File: src/rtl/dcfeb_readout_pkg.sv
// Shared constants and write-side state encoding for the DCFEB readout path.
// The reader documentation refers to the same state names.
package dcfeb_readout_pkg;

  localparam int NCHIP     = 5;
  localparam int NCHAN     = 16;
  localparam int SAMPLE_W  = 12;
  localparam int L1A_W     = 12;
  localparam int L1A_NUM_W = 2 * L1A_W;
  localparam int CHIP_W    = 3;
  localparam int CHAN_W    = 4;
  localparam int CNT_W     = 3;

  typedef enum logic [2:0] {
    ST_IDLE  = 3'd0,
    ST_HDR1  = 3'd1,
    ST_HDR2  = 3'd2,
    ST_WRITE = 3'd3,
    ST_DONE  = 3'd4
  } wr_state_t;

endpackage

File: src/rtl/sample_block_writer_if.sv
// Handshake and FIFO-write bundle between the sample block writer and its neighbours.
// master = writer side, slave = trigger/reader/FIFO side.
interface sample_block_writer_if;
  import dcfeb_readout_pkg::*;

  logic                 JTAG_MODE;
  logic                 L1A_MATCH;
  logic [L1A_NUM_W-1:0] L1A_NUM;
  logic                 BLK_DONE;
  logic                 L1A_WR_EN;
  logic [L1A_W-1:0]     L1A_WDATA;
  logic                 WREN;
  logic [CHIP_W-1:0]    CHIP;
  logic [CHAN_W-1:0]    CHAN;
  logic                 RDY;
  logic                 OVFL;
  logic [CNT_W-1:0]     BLK_CNT;

  modport master (
    input  JTAG_MODE, L1A_MATCH, L1A_NUM, BLK_DONE,
    output L1A_WR_EN, L1A_WDATA, WREN, CHIP, CHAN, RDY, OVFL, BLK_CNT
  );

  modport slave (
    output JTAG_MODE, L1A_MATCH, L1A_NUM, BLK_DONE,
    input  L1A_WR_EN, L1A_WDATA, WREN, CHIP, CHAN, RDY, OVFL, BLK_CNT
  );

endinterface

File: src/rtl/blk_counter.sv
// Up/down count of complete buffered blocks; never drops below zero or rises above MAX_BLK.
// rdy is registered from the next count so it changes on the same edge as cnt.
module blk_counter #(
  parameter int MAX_BLK = 4,
  parameter int CNT_W   = 3
) (
  input  logic             CLK,
  input  logic             RST,
  input  logic             inc,
  input  logic             dec,
  output logic [CNT_W-1:0] cnt,
  output logic             rdy
);

  logic [CNT_W-1:0] cnt_reg;
  logic [CNT_W-1:0] cnt_next;
  logic             rdy_reg;

  // A simultaneous completion and consumption cancel out.
  always_comb begin
    cnt_next = cnt_reg;
    if (inc && !dec) begin
      if (cnt_reg < CNT_W'(MAX_BLK))
        cnt_next = cnt_reg + 1'b1;
    end else if (dec && !inc) begin
      if (cnt_reg != '0)
        cnt_next = cnt_reg - 1'b1;
    end
  end

  always_ff @(posedge CLK or posedge RST) begin
    if (RST) begin
      cnt_reg <= '0;
      rdy_reg <= 1'b0;
    end else begin
      cnt_reg <= cnt_next;
      rdy_reg <= (cnt_next != '0);
    end
  end

  assign cnt = cnt_reg;
  assign rdy = rdy_reg;

endmodule

File: src/rtl/sample_block_writer.sv
// DCFEB sample-buffer write controller: per accepted L1A match, two L1A header words
// then NCHIP*NCHAN sample writes (chip inner, channel outer), then the block is counted.
module sample_block_writer #(
  parameter int NCHIP   = dcfeb_readout_pkg::NCHIP,
  parameter int NCHAN   = dcfeb_readout_pkg::NCHAN,
  parameter int MAX_BLK = 4
) (
  input logic                   CLK,
  input logic                   RST,
  sample_block_writer_if.master bus
);
  import dcfeb_readout_pkg::*;

  localparam logic [CHIP_W-1:0] CHIP_LAST = CHIP_W'(NCHIP - 1);
  localparam logic [CHAN_W-1:0] CHAN_LAST = CHAN_W'(NCHAN - 1);

  wr_state_t          state_reg, state_next;
  logic [L1A_W-1:0]   l1a_hi_reg, l1a_hi_next;
  logic               l1a_wr_en_reg, l1a_wr_en_next;
  logic [L1A_W-1:0]   l1a_wdata_reg, l1a_wdata_next;
  logic               wren_reg, wren_next;
  logic [CHIP_W-1:0]  chip_reg, chip_next;
  logic [CHAN_W-1:0]  chan_reg, chan_next;
  logic               ovfl_reg, ovfl_next;

  logic [CNT_W-1:0]   blk_cnt;
  logic               rdy;
  logic               accept;
  logic               block_done;

  assign accept     = (state_reg == ST_IDLE) && !bus.JTAG_MODE && (blk_cnt < CNT_W'(MAX_BLK));
  assign block_done = (state_reg == ST_DONE);

  // Outputs are registered from the next state, so each state's outputs are
  // visible during the cycle the state register holds that state.
  always_comb begin
    state_next     = state_reg;
    l1a_hi_next    = l1a_hi_reg;
    l1a_wr_en_next = 1'b0;
    l1a_wdata_next = l1a_wdata_reg;
    wren_next      = 1'b0;
    chip_next      = chip_reg;
    chan_next      = chan_reg;
    ovfl_next      = bus.L1A_MATCH && !accept;

    case (state_reg)
      ST_IDLE: begin
        if (bus.L1A_MATCH && accept) begin
          // Low half goes out immediately; only the high half needs holding.
          state_next     = ST_HDR1;
          l1a_hi_next    = bus.L1A_NUM[L1A_NUM_W-1:L1A_W];
          l1a_wr_en_next = 1'b1;
          l1a_wdata_next = bus.L1A_NUM[L1A_W-1:0];
        end
      end
      ST_HDR1: begin
        state_next     = ST_HDR2;
        l1a_wr_en_next = 1'b1;
        l1a_wdata_next = l1a_hi_reg;
      end
      ST_HDR2: begin
        state_next = ST_WRITE;
        wren_next  = 1'b1;
        chip_next  = '0;
        chan_next  = '0;
      end
      ST_WRITE: begin
        if (chip_reg == CHIP_LAST && chan_reg == CHAN_LAST) begin
          state_next = ST_DONE;
        end else if (chip_reg == CHIP_LAST) begin
          wren_next = 1'b1;
          chip_next = '0;
          chan_next = chan_reg + 1'b1;
        end else begin
          wren_next = 1'b1;
          chip_next = chip_reg + 1'b1;
        end
      end
      ST_DONE: begin
        state_next = ST_IDLE;
      end
      default: begin
        state_next = ST_IDLE;
      end
    endcase
  end

  always_ff @(posedge CLK or posedge RST) begin
    if (RST) begin
      state_reg     <= ST_IDLE;
      l1a_hi_reg    <= '0;
      l1a_wr_en_reg <= 1'b0;
      l1a_wdata_reg <= '0;
      wren_reg      <= 1'b0;
      chip_reg      <= '0;
      chan_reg      <= '0;
      ovfl_reg      <= 1'b0;
    end else begin
      state_reg     <= state_next;
      l1a_hi_reg    <= l1a_hi_next;
      l1a_wr_en_reg <= l1a_wr_en_next;
      l1a_wdata_reg <= l1a_wdata_next;
      wren_reg      <= wren_next;
      chip_reg      <= chip_next;
      chan_reg      <= chan_next;
      ovfl_reg      <= ovfl_next;
    end
  end

  blk_counter #(
    .MAX_BLK (MAX_BLK),
    .CNT_W   (CNT_W)
  ) u_blk_counter (
    .CLK (CLK),
    .RST (RST),
    .inc (block_done),
    .dec (bus.BLK_DONE),
    .cnt (blk_cnt),
    .rdy (rdy)
  );

  assign bus.L1A_WR_EN = l1a_wr_en_reg;
  assign bus.L1A_WDATA = l1a_wdata_reg;
  assign bus.WREN      = wren_reg;
  assign bus.CHIP      = chip_reg;
  assign bus.CHAN      = chan_reg;
  assign bus.OVFL      = ovfl_reg;
  assign bus.BLK_CNT   = blk_cnt;
  assign bus.RDY       = rdy;

endmodule

File: src/flat_wrapper.sv
// flat-port wrapper written by rule: the top's interface ports become plain ports
module sample_block_writer_flat import dcfeb_readout_pkg::*;
#(
  parameter int NCHIP   = dcfeb_readout_pkg::NCHIP,
  parameter int NCHAN   = dcfeb_readout_pkg::NCHAN,
  parameter int MAX_BLK = 4
)
  (CLK, RST, bus_JTAG_MODE, bus_L1A_MATCH, bus_L1A_NUM, bus_BLK_DONE, bus_L1A_WR_EN, bus_L1A_WDATA, bus_WREN, bus_CHIP, bus_CHAN, bus_RDY, bus_OVFL, bus_BLK_CNT);
  sample_block_writer_if bus_i ();
  input logic CLK;
  input logic RST;
  input wire logic [$bits(bus_i.JTAG_MODE)-1:0] bus_JTAG_MODE;
  input wire logic [$bits(bus_i.L1A_MATCH)-1:0] bus_L1A_MATCH;
  input wire logic [$bits(bus_i.L1A_NUM)-1:0] bus_L1A_NUM;
  input wire logic [$bits(bus_i.BLK_DONE)-1:0] bus_BLK_DONE;
  output wire logic [$bits(bus_i.L1A_WR_EN)-1:0] bus_L1A_WR_EN;
  output wire logic [$bits(bus_i.L1A_WDATA)-1:0] bus_L1A_WDATA;
  output wire logic [$bits(bus_i.WREN)-1:0] bus_WREN;
  output wire logic [$bits(bus_i.CHIP)-1:0] bus_CHIP;
  output wire logic [$bits(bus_i.CHAN)-1:0] bus_CHAN;
  output wire logic [$bits(bus_i.RDY)-1:0] bus_RDY;
  output wire logic [$bits(bus_i.OVFL)-1:0] bus_OVFL;
  output wire logic [$bits(bus_i.BLK_CNT)-1:0] bus_BLK_CNT;
  assign bus_i.JTAG_MODE = bus_JTAG_MODE;
  assign bus_i.L1A_MATCH = bus_L1A_MATCH;
  assign bus_i.L1A_NUM = bus_L1A_NUM;
  assign bus_i.BLK_DONE = bus_BLK_DONE;
  assign bus_L1A_WR_EN = bus_i.L1A_WR_EN;
  assign bus_L1A_WDATA = bus_i.L1A_WDATA;
  assign bus_WREN = bus_i.WREN;
  assign bus_CHIP = bus_i.CHIP;
  assign bus_CHAN = bus_i.CHAN;
  assign bus_RDY = bus_i.RDY;
  assign bus_OVFL = bus_i.OVFL;
  assign bus_BLK_CNT = bus_i.BLK_CNT;
  sample_block_writer #(.NCHIP(NCHIP), .NCHAN(NCHAN), .MAX_BLK(MAX_BLK)) u_core (.CLK(CLK), .RST(RST), .bus(bus_i));
endmodule
File: config.mk
export PLATFORM = sky130hd
export DESIGN_NAME = sample_block_writer_flat
export DESIGN_NICKNAME = d
export VERILOG_FILES = /design/src/rtl/dcfeb_readout_pkg.sv /design/src/rtl/sample_block_writer_if.sv /design/src/rtl/blk_counter.sv /design/src/rtl/sample_block_writer.sv /design/src/flat_wrapper.sv
export SDC_FILE = /design/constraint.sdc
export NUM_CORES = 1
export LEC_CHECK = 0
export ABC_AREA = 1
export CAP_MARGIN = 20
export CORE_ASPECT_RATIO = 0.6
export CORE_MARGIN = 2
export CORE_UTILIZATION = 43
export DETAILED_ROUTE_END_ITERATION = 6
export PLACE_DENSITY = 0.79
export SLEW_MARGIN = 5
export SYNTH_ARGS = -nofsm -noshare
export SYNTH_HDL_FRONTEND = slang
export SYNTH_SLANG_ARGS = --single-unit
File: constraint.sdc
create_clock -name CLK -period 4.1 [get_ports CLK]
set_input_delay 0.41 -clock CLK [delete_from_list [all_inputs] [get_ports CLK]]
set_output_delay 0.41 -clock CLK [all_outputs]
set_load 0.05 [all_outputs]
-- Yosys cells after proc, flatten, opt, wreduce, memory -nomap -nowiden
Index checks and enable logic that the tools add are counted.
- input bits: 29
- register bits after elaboration: 41
- equality and inequality tests: 10
- $lt $le $gt $ge: 1
- add/sub/neg operators: 4
- reduce and logical (&&, ||, !) cells: 21
- mux-type cells: 19
- operators with widths (operator ; number):
    3-bit 2-to-1 mux ; 8
    12-bit case mux with 2 select lines ; 1
    12-bit 2-to-1 mux ; 1
    3-bit case mux with 4 select lines ; 1
    4-bit 2-to-1 mux ; 2
    4-bit case mux with 2 select lines ; 1
    2-bit AND reduction ; 4
    1-bit logical AND ; 7
    3-bit by 1-bit adder with 3-bit output, second input constant ; 2
    3-bit by 2-bit == test with 1-bit output, second input constant ; 2
    3-bit == test, second input constant ; 2
    3-bit case mux with 2 select lines ; 1
    3-bit nonzero test ; 2
    4-bit by 1-bit adder with 4-bit output, second input constant ; 1
    4-bit == test, second input constant ; 1
    1-bit logical NOT ; 4
    2-bit by 1-bit inequality test with 1-bit output, second input constant ; 2
    2-bit inequality test, second input constant ; 2
    1-bit case mux with 2 select lines ; 2
    2-bit nonzero test ; 2
    3-bit by 1-bit == test with 1-bit output, second input constant ; 1
    3-bit logical NOT ; 1
    3-bit less-than comparator, second input constant ; 1
    3-bit AND reduction ; 1
    2 further kinds ; 3

-- Longest topological paths before layout
- depth in word-level cells: 6
- mapped depth: 9
- gate-level depth less buffers: 9

-- Hierarchy
From an unflattened synthesis, not the netlist that was laid out.
- cell total of the unflattened synthesis: 265
- area total of the unflattened synthesis: 2088.3 sq um
- modules (own cells, without submodules) (module ; cells an instance ; instances ; sequential area each (sq um) ; area an instance (sq um)):
    sample_block_writer ; 226 ; 1 ; 925.9 ; 1795.5
    blk_counter ; 39 ; 1 ; 100.1 ; 292.8

-- Worst setup path after synthesis
OpenSTA, ideal clock, no wires.
- path type: register -> register
- start point: register u_core.u_blk_counter.cnt_reg[0], in the netlist u_core.u_blk_counter.cnt[0]
- end point: register u_core.u_blk_counter.rdy_reg, in the netlist u_core.u_blk_counter.rdy
- stages on the path, launching flop included: 10
- library setup time: 0.131 ns
- data arrival time: 1.627 ns
- path slack: 2.342 ns
- cells stage by stage: dfrtp_1 inv_1 ha_1 ha_1 nand2_1 o21ai_0 nand3_1 nand2_1 a21oi_1 nand3_1
- cells in the longest elaborated chain, start to end: 5
- elaborated cells on any way between the ends: 9
- those cells by class: 2 x add/sub; 1 x order compare; 4 x mux; 2 x reduce/logical
- ends and longest elaborated chain (item ; RTL line ; text):
    start: declaration ; blk_counter.sv:15 ; logic [CNT_W-1:0] cnt_reg;
    start signal: assignment ; blk_counter.sv:36 ; cnt_reg <= cnt_next;
    3-bit by 1-bit subtractor with 3-bit output or 3-bit nonzero test (tied branches) ; blk_counter.sv:27, blk_counter.sv:26 ;
    3-bit 2-to-1 mux ; blk_counter.sv:26 ; if (cnt_reg != '0)
    3-bit 2-to-1 mux ; blk_counter.sv:25 ; end else if (dec && !inc) begin
    3-bit 2-to-1 mux * ; blk_counter.sv:22 ; if (inc && !dec) begin
    3-bit nonzero test * ; blk_counter.sv:37 ; rdy_reg <= (cnt_next != '0);
    end signal: assignment ; blk_counter.sv:37 ;
    end: declaration ; blk_counter.sv:17 ; logic rdy_reg;
Mark *: on every way between the ends. The rest lies on a longest branch, timed or not.
A chain may end at the register's enable or synchronous reset.

-- Worst setup path in the final report
- start point: register u_core.u_blk_counter.cnt_reg[0], in the netlist u_core.u_blk_counter.cnt[0]
- end point: output port bus_BLK_CNT[0]
- RTL lines (item ; RTL line ; text):
    end: declaration ; flat_wrapper.sv:23 ; output wire logic [$bits(bus_i.BLK_CNT)-1:0] bus_BLK_CNT;
No word-level cell between the ends.

==> flow_metrics.tcl <==
set metrics [dict create \
    syn_inst 226 \
    grt_max_degree 27 \
    syn_avg_cell_area_um2 8.83 \
    powerDensity_nw_per_um2 360 \
    synth_fa_ha_area_frac 0.0439 \
    final_common_cell "clkdlybuf4s50_1" \
    fp.dieW_um 92.0 \
    die_y_um 56.8 \
    viasPerCell 4.68 \
    die_area_um2 5220 \
    cts_made_buffers 5 \
    wl_um 3990 \
    tightest_slew_ps 593 \
    min_path_type "input port to asynchronous set/reset pin" \
    synthesis.nets 262 \
    ys_ff_latch 41 \
    firstDrtPassIters 4 \
    grt_pass1_wl_um 6820 \
    crit_type "register to output pin" \
    ir_drop_mv 0.193 \
    path_buf_inv 1 \
    synthMuxAreaShare 0 \
    cts.sinks 41 \
    worstSkewPairLatency_ps 280 \
    finalSetupViolations 0 \
    endpoint_kind "output pin" \
    portBuffers 54 \
    drt_iter0_drc 79 \
    drv_slew 0 \
    mostFrequentLayoutCells "clkdlybuf4s50_1, nor2_1, dfrtp_1" \
    slew_headroom 0.604 \
    cts_resized 0 \
    drive_gt1_frac 0.0922 \
    worst_ep_arrival_time_ps 1550 \
    wl_per_cell_um 11.6 \
    grt_antenna_before_repair 0 \
    critical-path-top-delay-family "buffers and inverters" \
    grt_overflow 0 \
    min_period_over_period 0.478 \
    crit_required_ps 3690 \
    status "completed" \
    r2r_slack_ps 2400 \
    clk_pin_slew_worst_paths_ps 80 \
    fmax_mhz 510 \
    design_power_total_mw 0.961 \
    tritoncts "done" \
    cp-start-kind "register" \
    areaGrowthSynthToFinish_pct 33.8 \
    synth_top_family_by_area "simple AND/OR/NAND/NOR gates" \
    grt_pass1_vias 1586 \
    hold_viol 0 \
    slowest_stage "clkdlybuf4s50_1" \
    antenna_left 0 \
    start_util 0.442 \
    track_usage 0.163 \
    io_pins 55 \
    cp_max_fo 4 \
    placeableCoreArea_um2 4520 \
    vias 1614 \
    drc 0 \
    final_util 0.591 \
    hold_buffers 0 \
    yosys.area_share.xor_xnor 0.00439 \
    path_cells "clkdlybuf4s50_1" \
    clk_root_buffer_cell "clkbuf_8" \
    synth-simple-area-share 0.214 \
    critPathMaxStageDelay_ps 830 \
    leakage_nw 1.24 \
    num_rows 19 \
    max_cap_violations 0 \
    cts_setup_buffers 0 \
    synth.distinct_cells 26 \
    hpwl_um 3010 \
    synth_compound_area_frac 0.140 \
    fin_tns_setup_ps 0 \
    gp_congestion 0.868 \
    htree_num_levels 2 \
    nets 317 \
    min_period_ps 1960 \
    antenna_cells 0 \
    rsz0062_at_grt "no" \
    yosys_warnings 0 \
    syn_area_um2 2000 \
    clk_path_buf_depth 2 \
    ys_seq_area_frac 0.514 \
    fin_skew_ps 4.00 \
]
## metal layers
layer | track usage | routed length [µm] | up-vias
li1 | - | - | 836
met1 | 0.230 | 2020 | 733
met2 | 0.257 | 1740 | 40
met3 | 0.0430 | 214 | 5
met4 | 0.0320 | 23 | 0
met5 | 0 | 0 | -
## final cells by class
type	count	area, µm²
clock inverters	1	5.00
well taps	63	78.8
flip-flops and latches	41	1030
clock buffers	7	96.3
multi-input cells	148	803
fillers	416	1850
repair buffers	55	548
inverters	30	113
## cell families after synthesis
| kind of cell | count (synthesis) |
|---|---|
| compound gates | 48 |
| xor+xnor | 1 |
| fa+ha+maj | 7 |
| buf+inv | 37 |
| flops | 41 |
| simple gates | 92 |
## per-stage QoR
step	std cells	hold WS (ps)	instance area [µm²]	setup WS [ps]
finish	345	481	2670	2140
global route	345	544	2670	2090
CTS	345	499	2670	2140
detailed placement	337	505	2570	2130
global placement	337	496	2570	2190
floorplan	226	481	2000	2340
## worst paths after layout
check | from | end | cells past startpoint
min in group CLK | u_core.l1a_hi_reg[6] | u_core.l1a_hi_reg[6] | 2
worst min register to register | u_core.l1a_hi_reg[6] | u_core.l1a_hi_reg[6] | 2
worst max register to register | u_core.state_reg[2] | u_core.bus.L1A_WDATA[8] | 7
max in group asynchronous | RST | u_core.bus.L1A_WDATA[10] | 3
worst min-delay path | RST | u_core.bus.CHIP[1] | 2
worst max-delay path | u_core.u_blk_counter.cnt[0] | bus_BLK_CNT[0] | 1
## cells in the mapped netlist (all sizes together)
master / count / share of area
a22oi: 2 / 0.0075
nand3b: 2 / 0.0094
a21oi: 38 / 0.11
or2: 1 / 0.0031
nand3: 17 / 0.049
ha: 7 / 0.044
o21a: 2 / 0.0075
nor3: 1 / 0.0025
dfrtp: 41 / 0.51
nor2: 44 / 0.090
buf: 7 / 0.027
nand2: 24 / 0.050
o21ai: 6 / 0.017
nand4: 3 / 0.0094
inv: 30 / 0.056
xor2: 1 / 0.0044
## power by group
| part | internal, mW | total [mW] | switching, mW |
|---|---|---|---|
| clock | 0.152 | 0.285 | 0.133 |
| sequential | 0.422 | 0.442 | 0.0201 |
| combinational | 0.0932 | 0.234 | 0.140 |
| total | 0.667 | 0.961 | 0.293 |
Note: power is estimated with default switching activity, not from simulation.
